--- src/rtl/shared_reg_write_arbiter.sv ---
// Arbitrates the write port of one WIDTH-bit register among NUM_REQ requesters,
// using fixed priority or round-robin, with a programmable hold window after each write.
module shared_reg_write_arbiter #(
    parameter int                NUM_REQ     = 4,
    parameter int                WIDTH       = 8,
    parameter logic [WIDTH-1:0]  RESET_VALUE = '0,
    parameter int                HOLD_CYCLES = 2
) (
    input  logic                     clock,
    input  logic                     reset,
    input  logic [NUM_REQ-1:0]       req_valid,
    input  logic [NUM_REQ*WIDTH-1:0] req_data,
    output logic [NUM_REQ-1:0]       req_ready,
    input  logic                     rr_mode,
    output logic [WIDTH-1:0]         out,
    output logic                     update,
    output logic [2:0]               grant_idx,
    output logic                     busy
);

    // Handshake: a requester's write transfers on the rising edge where
    // req_valid[i] & req_ready[i] are both 1. req_ready is a combinational
    // function of req_valid, so req_valid must never depend on req_ready.

    typedef enum logic {IDLE = 1'b0, HOLD = 1'b1} state_t;

    state_t           state, state_next;
    logic [3:0]       cnt, cnt_next;
    logic [2:0]       rr_ptr;
    logic [2:0]       winner;
    logic [2:0]       win_fixed, win_hi, win_lo;
    logic             found_hi;
    logic             transfer;
    logic [WIDTH-1:0] sel_data;

    // Descending scans: the last hit is the lowest index, so win_hi is the
    // lowest valid index at or above rr_ptr and win_lo the lowest overall.
    always_comb begin
        win_fixed = '0;
        win_hi    = '0;
        win_lo    = '0;
        found_hi  = 1'b0;
        for (int i = 0; i < NUM_REQ; i++) begin
            if (req_valid[i]) win_fixed = 3'(i);
        end
        for (int i = NUM_REQ - 1; i >= 0; i--) begin
            if (req_valid[i]) begin
                win_lo = 3'(i);
                if (3'(i) >= rr_ptr) begin
                    win_hi   = 3'(i);
                    found_hi = 1'b1;
                end
            end
        end
        if (rr_mode) winner = found_hi ? win_hi : win_lo;
        else         winner = win_fixed;
    end

    always_comb begin
        sel_data = '0;
        for (int i = 0; i < NUM_REQ; i++) begin
            if (3'(i) == winner) sel_data = req_data[i*WIDTH +: WIDTH];
        end
    end

    assign transfer  = (state == IDLE) && (|req_valid);
    assign req_ready = transfer ? (NUM_REQ'(1) << winner) : '0;
    assign busy      = (state == HOLD);

    always_comb begin
        state_next = state;
        cnt_next   = cnt;
        case (state)
            IDLE: begin
                if (transfer && HOLD_CYCLES > 0) begin
                    state_next = HOLD;
                    cnt_next   = 4'(HOLD_CYCLES - 1);
                end
            end
            HOLD: begin
                if (cnt == 4'd0) state_next = IDLE;
                else             cnt_next   = cnt - 4'd1;
            end
            default: state_next = IDLE;
        endcase
    end

    always_ff @(posedge clock) begin
        if (reset) begin
            state     <= IDLE;
            cnt       <= '0;
            rr_ptr    <= '0;
            out       <= RESET_VALUE;
            update    <= 1'b0;
            grant_idx <= '0;
        end else begin
            state  <= state_next;
            cnt    <= cnt_next;
            update <= transfer;
            if (transfer) begin
                out       <= sel_data;
                grant_idx <= winner;
                rr_ptr    <= (winner == 3'(NUM_REQ - 1)) ? 3'd0 : winner + 3'd1;
            end
        end
    end

endmodule
--- config.mk ---
export PLATFORM = sky130hd
export DESIGN_NAME = shared_reg_write_arbiter
export DESIGN_NICKNAME = d
export VERILOG_FILES = /design/src/rtl/shared_reg_write_arbiter.sv
export SDC_FILE = /design/constraint.sdc
export NUM_CORES = 1
export LEC_CHECK = 0
export ABC_AREA = 1
export CORE_ASPECT_RATIO = 1.25
export CORE_MARGIN = 10
export CORE_UTILIZATION = 41
export DETAILED_ROUTE_END_ITERATION = 16
export PLACE_DENSITY = 0.8
export SLEW_MARGIN = 40
export SYNTH_ARGS = -nofsm -noshare
export SYNTH_HDL_FRONTEND = slang
export SYNTH_SLANG_ARGS = --single-unit
--- constraint.sdc ---
create_clock -name clock -period 2.6 [get_ports clock]
set_input_delay 0.39 -clock clock [delete_from_list [all_inputs] [get_ports clock]]
set_output_delay 0.39 -clock clock [all_outputs]
set_load 0.02 [all_outputs]
==> results of run 1 <==
## power by group through the flow
stage / logic, mW / registers (mW) / clock network (mW)
2_1_floorplan: 0.208 / 0.360 / 0
3_3_place_gp: 0.417 / 0.334 / 0
3_5_place_dp: 0.421 / 0.335 / 0
4_1_cts: 0.418 / 0.329 / 0.171
5_1_grt: 0.463 / 0.333 / 0.180
6_report: 0.414 / 0.328 / 0.164
## Yosys cell counts
master / count
a21oi_1: 16
a21oi_2: 1
buf_2: 1
buf_4: 2
buf_8: 1
clkbuf_1: 1
conb_1: 1
dfxtp_1: 18
ha_1: 5
inv_1: 17
inv_2: 2
nand2_1: 67
nand2_2: 1
nand2_4: 2
nand3_1: 5
nand3_2: 1
nor2_1: 33
nor2_2: 2
nor2_4: 1
nor2_8: 1
nor3_1: 1
o21ai_0: 7
o21ai_1: 4
or2_2: 2
## worst max-delay path, cell delays in order
cell and delay, ns:
clkdlybuf4s50_1 0.47, inv_1 0.10, a21oi_1 0.06, or2_2 0.27, nand2_1 0.14, ha_1 0.16
inv_1 0.07, nor2_4 0.11, clkdlybuf4s15_1 0.34
## layout make-up
class	count	area, µm²
clock buffer	4	36.28
fill	233	852.1
multi-input combinational	150	716.9
timing repair buffer	71	653.1
tap	34	42.54
sequential	18	360.3
inverter	19	71.32
## registers in the layout, summed over array words and instances, names as in the netlist
name	flops
busy	1
cnt	4
grant_idx	2
out	8
rr_ptr	2
update	1
## metal layers
metal  up-vias  GRT usage, %  share of wire (%)
met2        20         23.04                 52
met1       566         14.24                 43
met3         2         2.949                4.1
li1        728             -                  -
met5         -             0                  0
met4         0         3.024               0.49
## worst max path at each step
stage	start	to	slack, ns	depth (start not counted)
global route	req_valid[1]	req_ready[3]	0.002	11
CTS	req_valid[2]	req_ready[1]	0.009	11
detailed placement	req_valid[2]	req_ready[2]	-0.26	10
global placement	req_valid[2]	req_ready[3]	-0.21	10
finish	req_valid[2]	req_ready[3]	0.10	9
floorplan	req_valid[1]	req_ready[2]	0.50	11
## logic make-up (layout without fill, tap and decap cells)
logic type / after synthesis / after routing
compound gates: 28 / 28
fa+ha+maj: 5 / 5
buf+inv: 24 / 94
flops: 18 / 18
other cells: 1 / 1
simple gates: 116 / 116
## what timing repair did
action | 4_1_cts | 5_1_grt
endpoints found under the hold margin | 0 | 0
setup endpoints to repair | 4 | 9
cloned | 0 | 0
pin swaps | 0 | 1
gates resized for setup | 4 | 9
## metrics by stage
| stage | setup slack (ns) | setup TNS [ns] | hold WS, ns |
|---|---|---|---|
| after CTS | 0.008983 | 0 | 0.4669 |
| after detailed placement | -0.2596 | -1.384 | 0.4507 |
| after floorplan | 0.5017 | 0 | 0.4363 |
| after global routing | 0.002278 | 0 | 0.4940 |
| final | 0.1046 | 0 | 0.4625 |
| after global placement | -0.2103 | -0.7531 | 0.4450 |
==> out/metrics.cfg, run 1 <==
[logic_synthesis]
synth_top_area_share_pct=30.51
yosysWarnings=0
avgSynthCellArea_um2=6.152
synth_fp_nets=236
synth.ff_latch_count=18
synth_compound_area_share_pct=12.18
yosys.area.top_type=dfxtp_1
synthDistinctLibCells=24
syn-cell-area_mm2=0.001181
synth-xor-area-share_pct=0
yosys-top-cells-area=dfxtp_1 31%, nand2_1 21%, nor2_1 10%, a21oi_1 6.8%, inv_1 5.4%
synthMuxAreaShare_pct=0
synthAdderAreaFrac_pct=5.297
synthSimpleGateAreaFrac_pct=42.37
synthCells=192
synth_top_family_by_area=simple AND/OR/NAND/NOR gates
seq_area_frac_synth_pct=30.51

[drt]
routed_wl_um=3464
drtIter0Drc=30
ant_nets=0
drc=0
drt_pass1_iterations=4
vias=1316
post_drt_wl_per_cell_um=11.70
vias_per_cell=4.446

[clocking]
numCtsBuffers=3
path_clk_slew_ns=0.10
tritoncts=done
post_cts_buffers=0
root_buffer=clkbuf_4
clock-sinks=18
clockBufferDepth=2
htree_levels=1
clkLatencyLatePin_ns=0.28
hold_buffers=0

[outcome]
status=finished clean

[setup_path]
cp-end-kind=output pin
worstReg2RegEnd=out[4]$_SDFFE_PP0P_
start_kind=input pin
crit_fanout=4
worstPathArrival_ns=2.11
reg2reg_depth=16
crit_required_ns=2.21
critPathKind=input pin to output pin
r2r-start=rr_ptr[1]$_SDFFE_PP0P_
r2r_slack_ns=0.44

[run]
cap_violations=0

[min_path]
min_to=grant_idx[0]$_SDFFE_PP0P_
holdCritStartpoint=grant_idx[0]$_SDFFE_PP0P_
hold_path_class=flip-flop to flip-flop
holdPathStages=2

[grt]
grtUsageTotal_pct=12.72
grt_antenna_before_repair=0
grt_first_pass_wirelength_um=5692
grt_remaining_overflow=0
grt_max_degree=13
first_global_vias=1320

[power_and_ir_drop]
p_leak_nw=0.8982
intPower_mw=0.5920
powerDensity_mw_per_mm2=482.1
p_comb_share_pct=45.6
p_total_mw=0.9066
pwr-share-seq_pct=36.2
p_clk_share_pct=18.1
p_switching_mw=0.3145
ir_drop_v=0.0004532
swShare_pct=34.70

[placed_design]
place_area_mm2=0.001853
dp_hpwl_um=2971
placement.io_buffers=54
gp_congestion=0.8041
place_inst=292

[layout]
most-common-layout-cells=66 x nand2_1, 50 x clkdlybuf4s50_1, 33 x nor2_1, 18 x dfxtp_1
final_common_cell=nand2_1
syn_to_final_growth_pct=59.22
antennaDiodeCount=0
final_nets=307
fin_util_pct=68.82
drive_gt1_share_pct=14.89
finalInstanceArea_mm2=0.001881
fin_cells=296

[timing]
slew_violations=0
fin_crit_ns=2.495
rsz0062_at_grt=no
finalCritPeriodShare_pct=95.98
finalClockSkew_ns=0.008648
fmax_ghz=0.4007
final-hold-violation-count=0
setup_viol=0

[die]
dieWidth_um=68.01
die_area_mm2=0.005441
io_pins=56
rows=21
core_mm2=0.002733
initial_core_util_pct=43.22
die_h_um=80.01

Note: power is estimated with default switching activity, not from simulation.
==> inputs of run 2 (changes only) <==
==> constraint.sdc (replaced) <==
create_clock -name clock -period 2.6 [get_ports clock]
set_input_delay 0.39 -clock clock [delete_from_list [all_inputs] [get_ports clock]]
set_output_delay 0.39 -clock clock [all_outputs]
set_load 0.05 [all_outputs]
==> out/metrics.cfg, run 2 (same netlist as run 1, synthesis figures left out) <==
[run]
cap_violations=0  ; unchanged

[clocking]
numCtsBuffers=3  ; unchanged
clock-sinks=18  ; unchanged
root_buffer=clkbuf_4  ; unchanged
tritoncts=done  ; unchanged
path_clk_slew_ns=0.10  ; about the same
clockBufferDepth=2  ; unchanged
clkLatencyLatePin_ns=0.30  ; was 0.28 ns
htree_levels=1  ; unchanged
hold_buffers=0  ; unchanged

[placed_design]
post-place-ws_ns=-0.03642  ; was -0.2596 ns
placement.io_buffers=54  ; unchanged
dp_hpwl_um=2916  ; was 2971 µm
place_area_mm2=0.001823  ; was 0.001853 mm²
gp_congestion=0.8210  ; was 0.8041

[grt]
first_global_vias=1305  ; was 1,320
grtUsageTotal_pct=13.56  ; was 12.72%
grt_first_pass_wirelength_um=5982  ; was 5692 µm
grt_remaining_overflow=0  ; unchanged
grt_max_degree=18  ; was 13
grt_antenna_before_repair=0  ; unchanged

[power_and_ir_drop]
ir_drop_v=0.0005024  ; was 0.0004532 V
powerDensity_mw_per_mm2=528.3  ; was 482.1 mW/mm²
p_leak_nw=0.8768  ; was 0.8982 nW
p_comb_share_pct=50.2  ; was 45.6%
p_switching_mw=0.3969  ; was 0.3145 mW
swShare_pct=39.58  ; was 34.70%
intPower_mw=0.6059  ; was 0.5920 mW
p_clk_share_pct=17.1  ; was 18.1%
pwr-share-seq_pct=32.7  ; was 36.2%

[min_path]
holdPathStages=2  ; unchanged
hold_path_class=flip-flop to flip-flop  ; unchanged
min_to=grant_idx[1]$_SDFFE_PP0P_  ; was grant_idx[0]$_SDFFE_PP0P_
holdCritStartpoint=grant_idx[1]$_SDFFE_PP0P_  ; was grant_idx[0]$_SDFFE_PP0P_

[timing]
setup_viol=0  ; unchanged
rsz0062_at_grt=no  ; unchanged
tightest_slew_ns=0.5178
slew_violations=0  ; unchanged
max_slew_margin_pct=65.37
final-hold-violation-count=0  ; unchanged
whs_ns=0.4636  ; was 0.4625 ns
finalWorstSetupSlack_ns=0.1725  ; was 0.1046 ns
finalClockSkew_ns=0.009398  ; was 0.008648 ns
fin_crit_ns=2.427  ; was 2.495 ns
fmax_ghz=0.4119  ; was 0.4007 GHz
finalCritPeriodShare_pct=93.36  ; was 95.98%

[layout]
most-common-layout-cells=66 x nand2_1, 50 x clkdlybuf4s50_1, 30 x nor2_1, 18 x dfxtp_1  ; was 66 x nand2_1, 50 x clkdlybuf4s50_1, 33 x nor2_1, 18 x dfxtp_1
antennaDiodeCount=0  ; unchanged
drive_gt1_share_pct=14.96  ; was 14.89%
syn_to_final_growth_pct=60.70  ; was 59.22%
largest_reg_flops=8  ; unchanged
largestRegisters=out (8), cnt (4)  ; unchanged
max_flop_register=out  ; unchanged
final_common_cell=nand2_1  ; unchanged
final_nets=299  ; was 307
finalInstanceArea_mm2=0.001898  ; was 0.001881 mm²

[setup_path]
r2r-start=rr_ptr[1]$_SDFFE_PP0P_  ; unchanged
crit_fanout=4  ; unchanged
r2r_slack_ns=0.43  ; was 0.44 ns
crit_required_ns=2.21  ; about the same
critPathKind=input pin to output pin  ; unchanged
reg2reg_depth=16  ; unchanged
worstReg2RegEnd=out[7]$_SDFFE_PP0P_  ; was out[4]$_SDFFE_PP0P_
start_kind=input pin  ; unchanged
worstPathArrival_ns=2.04  ; was 2.11 ns
cp-end-kind=output pin  ; unchanged

[die]
rows=21  ; unchanged
initial_core_util_pct=43.22  ; unchanged
die_area_mm2=0.005441  ; unchanged
core_mm2=0.002733  ; unchanged
dieWidth_um=68.01  ; unchanged
die_h_um=80.01  ; unchanged
io_pins=56  ; unchanged

[drt]
drt_pass1_iterations=4  ; unchanged
drc=0  ; unchanged
routed_wl_um=3615  ; was 3464 µm
vias_per_cell=4.604  ; was 4.446
ant_nets=0  ; unchanged
drtIter0Drc=78  ; was 30
vias=1326  ; was 1,316
post_drt_wl_per_cell_um=12.55  ; was 11.70 µm

[outcome]
status=finished clean  ; unchanged

run 2: cell types whose count changed in the layout (fill, tap and decap cells not counted):
cell,previous run,this run
inv_2,2,4
nor2_1,33,30
inv_1,17,15
ha_1,5,4
buf_4,17,8
clkbuf_2,3,0
buf_12,0,5
clkdlybuf4s15_1,1,0
nor2_2,2,5
ha_2,0,1
run 2: timing repair:
| action | 4_1_cts | 5_1_grt |
|---|---|---|
| gates resized for setup | 0 | 8 |
| hold endpoints to repair | 0 | 0 |
| setup buffers | 0 | 3 |
| endpoints found under the setup margin | 0 | 4 |
run 2: critical path: stages:
cell and delay (ns):
clkdlybuf4s50_1 0.49, inv_2 0.06, nor2_1 0.12, a21oi_1 0.07, nand3_1 0.09, nand2_1 0.12
inv_1 0.12, ha_2 0.22, inv_1 0.06, nor2_2 0.15, buf_12 0.15
run 2: power groups by stage:
| stage | Sequential (mW) | Clock [mW] | Combinational (mW) |
|---|---|---|---|
| 2_1_floorplan | 0.411 | 0 | 0.225 |
| 3_3_place_gp | 0.333 | 0 | 0.487 |
| 3_5_place_dp | 0.334 | 0 | 0.491 |
| 4_1_cts | 0.328 | 0.173 | 0.495 |
| 5_1_grt | 0.333 | 0.182 | 0.550 |
| 6_report | 0.328 | 0.171 | 0.503 |
run 2: worst max-delay path by stage:
| stage | start | endpoint | slack [ns] | depth (start not counted) |
|---|---|---|---|---|
| 6_report | req_valid[1] | req_ready[1] | 0.17 | 11 |
| 5_1_grt | req_valid[2] | req_ready[1] | 0.02 | 11 |
| 4_1_cts | req_valid[1] | req_ready[0] | 0.01 | 12 |
| 3_5_place_dp | req_valid[3] | out[7]$_SDFFE_PP0P_ | -0.04 | 16 |
| 3_3_place_gp | req_valid[3] | out[7]$_SDFFE_PP0P_ | 0.03 | 16 |
| 2_1_floorplan | req_valid[1] | req_ready[2] | 0.14 | 11 |
run 2: per-layer routing:
| layer | share of wire [%] | track usage (%) |
|---|---|---|
| met5 | 0 | 0 |
| met4 | 1.7 | 5.242 |
| met3 | 5.1 | 3.230 |
| met2 | 54 | 23.32 |
| met1 | 40 | 15.43 |
run 2: metrics by stage:
stage	setup TNS (ns)	power [mW]	util, %	instances
after detailed placement	-0.08428	0.8249	66.71	281
after global placement	0	0.8204	66.71	281
after CTS	0	0.9956	68.04	285
after global routing	0	1.065	69.46	288
final	0	1.003	69.46	288
after floorplan	0	0.6363	-	192
run 2: layout make-up:
| class | count | area (µm²) |
|---|---|---|
| inverters | 19 | 71.32 |
| well taps | 34 | 42.54 |
| fillers | 236 | 834.6 |
| clock buffers | 4 | 36.28 |
| repair buffers | 63 | 660.6 |
| flip-flops and latches | 18 | 360.3 |
| multi-input cells | 150 | 726.9 |
==> inputs of run 3 (changes only) <==
--- a/config.mk
+++ b/config.mk
@@ -10,6 +10,7 @@
 export CORE_MARGIN = 10
 export CORE_UTILIZATION = 41
 export DETAILED_ROUTE_END_ITERATION = 16
+export HOLD_SLACK_MARGIN = 0.08
 export PLACE_DENSITY = 0.8
 export SLEW_MARGIN = 40
 export SYNTH_ARGS = -nofsm -noshare
==> results of run 3 <==
Final layout, timing and power as in run 2 (identical DEF).
